$ cat config.mk
export PLATFORM = sky130hd
export DESIGN_NAME = serial_subtractor_ctrl
export DESIGN_NICKNAME = d
export VERILOG_FILES = /design/src/rtl/serial_subtractor_ctrl.sv
export SDC_FILE = /design/constraint.sdc
export NUM_CORES = 1
export LEC_CHECK = 0
export BUFFER_PORTS_ARGS = -buffer_cell sky130_fd_sc_hd__buf_2
export CAP_MARGIN = 20
export CORE_MARGIN = 4
export CORE_UTILIZATION = 53
export CTS_CLUSTER_DIAMETER = 80
export DETAILED_ROUTE_END_ITERATION = 10
export PLACE_DENSITY_LB_ADDON = 0.2
export SETUP_SLACK_MARGIN = 0.1
export SLEW_MARGIN = 5
export SYNTH_ARGS = -nofsm -noshare
export SYNTH_HDL_FRONTEND = slang
export SYNTH_SLANG_ARGS = --single-unit
export TNS_END_PERCENT = 1
$ cat constraint.sdc
create_clock -name clk -period 1.85 [get_ports clk]
set_clock_uncertainty 0.1 [all_clocks]
set_input_delay 0.0925 -clock clk [delete_from_list [all_inputs] [get_ports clk]]
set_output_delay 0.0925 -clock clk [all_outputs]
set_load 0.05 [all_outputs]
$ cat src/rtl/serial_subtractor_ctrl.sv
// Bit-serial subtractor controller: drives an external one-bit full subtractor cell
// LSB-first and assembles Diff = A - B - Bin over WIDTH clocks.
module serial_subtractor_ctrl #(
  parameter int unsigned WIDTH = 8
) (
  input  logic             clk,
  input  logic             rst_n,
  input  logic             start,
  input  logic [WIDTH-1:0] A,
  input  logic [WIDTH-1:0] B,
  input  logic             Bin,
  output logic             fs_A,
  output logic             fs_B,
  output logic             fs_Bin,
  input  logic             fs_Diff,
  input  logic             fs_Borr,
  output logic             busy,
  output logic             done,
  output logic [WIDTH-1:0] Diff,
  output logic             Borr
);

  localparam int unsigned CNT_W = (WIDTH > 1) ? $clog2(WIDTH) : 1;

  typedef enum logic [1:0] {
    IDLE  = 2'd0,
    SHIFT = 2'd1,
    DONE  = 2'd2
  } state_t;

  state_t             state_q, state_d;
  logic [WIDTH-1:0]   opa_q, opa_d;
  logic [WIDTH-1:0]   opb_q, opb_d;
  logic               brw_q, brw_d;
  logic [CNT_W-1:0]   cnt_q, cnt_d;
  logic [WIDTH-1:0]   diff_sr_q, diff_sr_d;
  logic [WIDTH-1:0]   diff_res_q, diff_res_d;
  logic               borr_res_q, borr_res_d;

  always_ff @(posedge clk or negedge rst_n) begin
    if (!rst_n) begin
      state_q    <= IDLE;
      opa_q      <= '0;
      opb_q      <= '0;
      brw_q      <= 1'b0;
      cnt_q      <= '0;
      diff_sr_q  <= '0;
      diff_res_q <= '0;
      borr_res_q <= 1'b0;
    end else begin
      state_q    <= state_d;
      opa_q      <= opa_d;
      opb_q      <= opb_d;
      brw_q      <= brw_d;
      cnt_q      <= cnt_d;
      diff_sr_q  <= diff_sr_d;
      diff_res_q <= diff_res_d;
      borr_res_q <= borr_res_d;
    end
  end

  always_comb begin
    state_d    = state_q;
    opa_d      = opa_q;
    opb_d      = opb_q;
    brw_d      = brw_q;
    cnt_d      = cnt_q;
    diff_sr_d  = diff_sr_q;
    diff_res_d = diff_res_q;
    borr_res_d = borr_res_q;
    case (state_q)
      IDLE: begin
        if (start) begin
          opa_d     = A;
          opb_d     = B;
          brw_d     = Bin;
          cnt_d     = '0;
          diff_sr_d = '0;
          state_d   = SHIFT;
        end
      end
      SHIFT: begin
        // Cell outputs are combinational from fs_*, so they are consumed on the same edge.
        diff_sr_d = {fs_Diff, diff_sr_q[WIDTH-1:1]};
        brw_d     = fs_Borr;
        opa_d     = opa_q >> 1;
        opb_d     = opb_q >> 1;
        cnt_d     = cnt_q + CNT_W'(1);
        if (cnt_q == CNT_W'(WIDTH - 1)) begin
          diff_res_d = {fs_Diff, diff_sr_q[WIDTH-1:1]};
          borr_res_d = fs_Borr;
          state_d    = DONE;
        end
      end
      DONE: begin
        state_d = IDLE;
      end
      default: begin
        state_d = IDLE;
      end
    endcase
  end

  assign fs_A   = (state_q == SHIFT) & opa_q[0];
  assign fs_B   = (state_q == SHIFT) & opb_q[0];
  assign fs_Bin = (state_q == SHIFT) & brw_q;
  assign busy   = (state_q == SHIFT);
  assign done   = (state_q == DONE);
  assign Diff   = diff_res_q;
  assign Borr   = borr_res_q;

endmodule

==> results.cfg <==
[run_status]
status = finished, final reports clean

[flow_run]
maxCapViolations = 0

[logic_synthesis]
ys_types = 21
yosysSeqAreaShare = 0.568
netlist_area_um2 = 1670
synth_seq_cells = 38
synth_nets = 161
syn_avg_cell_area_um2 = 12.2
syn_inst = 137
yosys-top-cells-area = dfrtp_1 57%, o22ai_1 11%, mux2_4 8.1%, a21oi_1 4.8%, a22o_1 4.7%
yosysWarnings = 0
yosysTopAreaCell = dfrtp_1
synth_top_area_share = 0.568

[global_routing]
grt_max_degree = 39
grt_pass1_wl_mm = 5.80
gr-usage-all-layers = 0.183
grt-ovfl-total = 0
grt_pass1_vias = 1304
grt_antenna_before_repair = 0

[critical_path]
crit_arrival_ns = 1.49
crit_chain = nand2b_4 -> inv_8 -> and2_1 -> buf_4
path_buf_inv = 2
crit_family = flip-flops
cp_max_fo = 14
cp.required_ns = 1.66
slowest_delay_ns = 0.48
cp-start-kind = register
crit_slowest_cell = dfrtp_1
critPathCaptureType = output pin
path_class = reg2out

[placement]
routabilityCongestion = 0.804
post-place-ws_ns = 0.320
port_buffers = 35
dp_hpwl_mm = 2.29

[clock_tree]
cts_tree = built
cts.sinks = 38
clk_pin_slew_ns = 0.10
clkLatencyLatePin_ns = 0.34
ctsHtreeMaxLevel = 2
cts_made_buffers = 5
cts_buffer_depth = 2
cts_root_buffer = clkbuf_4

[die]
die_y_um = 64.2
pin_count = 36
placeableCoreArea_um2 = 3030
die_w_um = 64.2
die_area_um2 = 4120
start_util = 0.552
placementRows = 20

[timing]
slew_violations = 0
finalHoldViolations = 0
rsz0062_at_grt = no
setup_viol = 0
period_needed_ns = 1.68
fmax_mhz = 595
tightest_slew_ns = 0.813
worst_slack_ns = 0.169
fin_tns_setup_ns = 0
finalCritPeriodShare = 0.909
maxSlewHeadroom = 0.458

[drt]
via_count = 1296
drt_iter0_markers = 125
remaining_drc_errors = 0
viasPerCell = 5.45
ant_nets = 0
wl_per_cell_um = 15.1
drt-pass1-iter-count = 4
drt-total-wl_mm = 3.59

[finish]
nets = 217
drive_gt1_frac = 0.309
syn2layout_area_growth_pct = 27.7
n_antenna_cell = 0

[pwr]
sw_frac_of_total = 0.440
clkPwrFrac = 0.121
p_switching_mw = 1.61
p_int_mw = 2.04
power.share.sequential = 0.406
ir_drop_uv = 939
p_per_area_nw_per_um2 = 1710
p_leak_nw = 1.02
comb_power_share = 0.473

[hold_path]
min-delay-path-class = in2reg
==> stage by stage <==
step / hold WS [ns] / cells / power, mW / util / cell area [um^2]
global route: 0.150 / 238 / 3.90 / 0.705 / 2140
global placement: 0.119 / 207 / 3.07 / 0.608 / 1840
finish: 0.140 / 238 / 3.65 / 0.705 / 2140
floorplan: -0.303 / 137 / 2.82 / - / 1670
detailed placement: 0.135 / 207 / 3.14 / 0.608 / 1840
CTS: 0.132 / 236 / 3.67 / 0.699 / 2120
==> cells in the mapped netlist, drive strengths merged <==
cell    instances
nor2b           2
clkbuf          2
dfrtp          38
o22ai          30
a21oi          16
nor2            3
mux2            9
nand2           4
nand2b          2
a22o            9
buf             7
and2            3
ha              2
o21bai          1
inv             4
o21ai           5
==> worst register-to-register path, stage by stage (launching register included) <==
cell and delay (ns):
dfrtp_1 0.42, ha_1 0.21, ha_1 0.26, nand2_8 0.15, mux2_4 0.31
==> metal layers <==
layer,routed length (um),up-vias,global-route usage
li1,-,625,-
met5,0,-,0
met4,51,0,0.0871
met2,1750,43,0.310
met3,257,5,0.0492
met1,1530,623,0.213
==> layout by cell type, fill, tap and decap left out, types with 3 or more instances in the layout <==
| master | Yosys | final |
|---|---|---|
| a21oi_1 | 16 | 16 |
| a22o_1 | 9 | 9 |
| and2_1 | 3 | 3 |
| buf_2 | 2 | 32 |
| buf_4 | 3 | 6 |
| clkbuf_4 | 0 | 5 |
| dfrtp_1 | 38 | 37 |
| dlygate4sd3_1 | 0 | 20 |
| mux2_4 | 9 | 9 |
| nand2_1 | 3 | 3 |
| nor2_1 | 3 | 3 |
| o21ai_0 | 5 | 5 |
| o22ai_1 | 30 | 30 |
==> sequential cells by signal, summed over array words and instances (netlist names) <==
name	count
state_q	2
Borr	1
opa_q	8
diff_sr_q	7
cnt_q	3
opb_q	8
brw_q	1
Diff	8
==> kinds of logic after synthesis <==
logic type | share of synthesized area
compound gates | 0.229
simple gates | 0.0561
fa+ha+maj | 0.0150
buf+inv | 0.0509
flops | 0.568
mux | 0.0808
==> repair_timing <==
action | CTS | global route
endpoints found under the setup margin | 3 | 1
hold buffers | 20 | 0
setup buffers | 1 | 2
gates resized for setup | 4 | 1
hold endpoints to repair | 58 | 0
==> path summary, 6_finish.rpt <==
path	from	endpoint	slack, ns	cells past startpoint
worst max-delay path	state_q[1]	fs_B	0.17	4
worst min-delay path	start	state_q[0]	0.14	3
worst max register to register	cnt_q[0]	Diff[0]	0.30	4
worst min register to register	diff_sr_q[1]	diff_sr_q[1]	0.42	1
max in group asynchronous	rst_n	state_q[0]	0.82	2
min in group asynchronous	rst_n	opb_q[4]	0.27	2
==> layout make-up <==
type,count,area (um^2)
tap,44,55.1
clock inverter,1,5.00
timing repair buffer,58,405
sequential,38,952
fill,215,892
clock buffer,7,55.1
multi-input combinational,86,637
inverter,4,26.3
==> power by group through the flow <==
stage / combinational (mW) / clock (mW) / sequential, mW
final: 1.73 / 0.441 / 1.48
after global routing: 1.87 / 0.497 / 1.53
after CTS: 1.73 / 0.460 / 1.48
after detailed placement: 1.65 / 0 / 1.49
after global placement: 1.60 / 0 / 1.47
after floorplan: 1.13 / 0 / 1.69
Note: power is estimated with default switching activity, not from simulation.
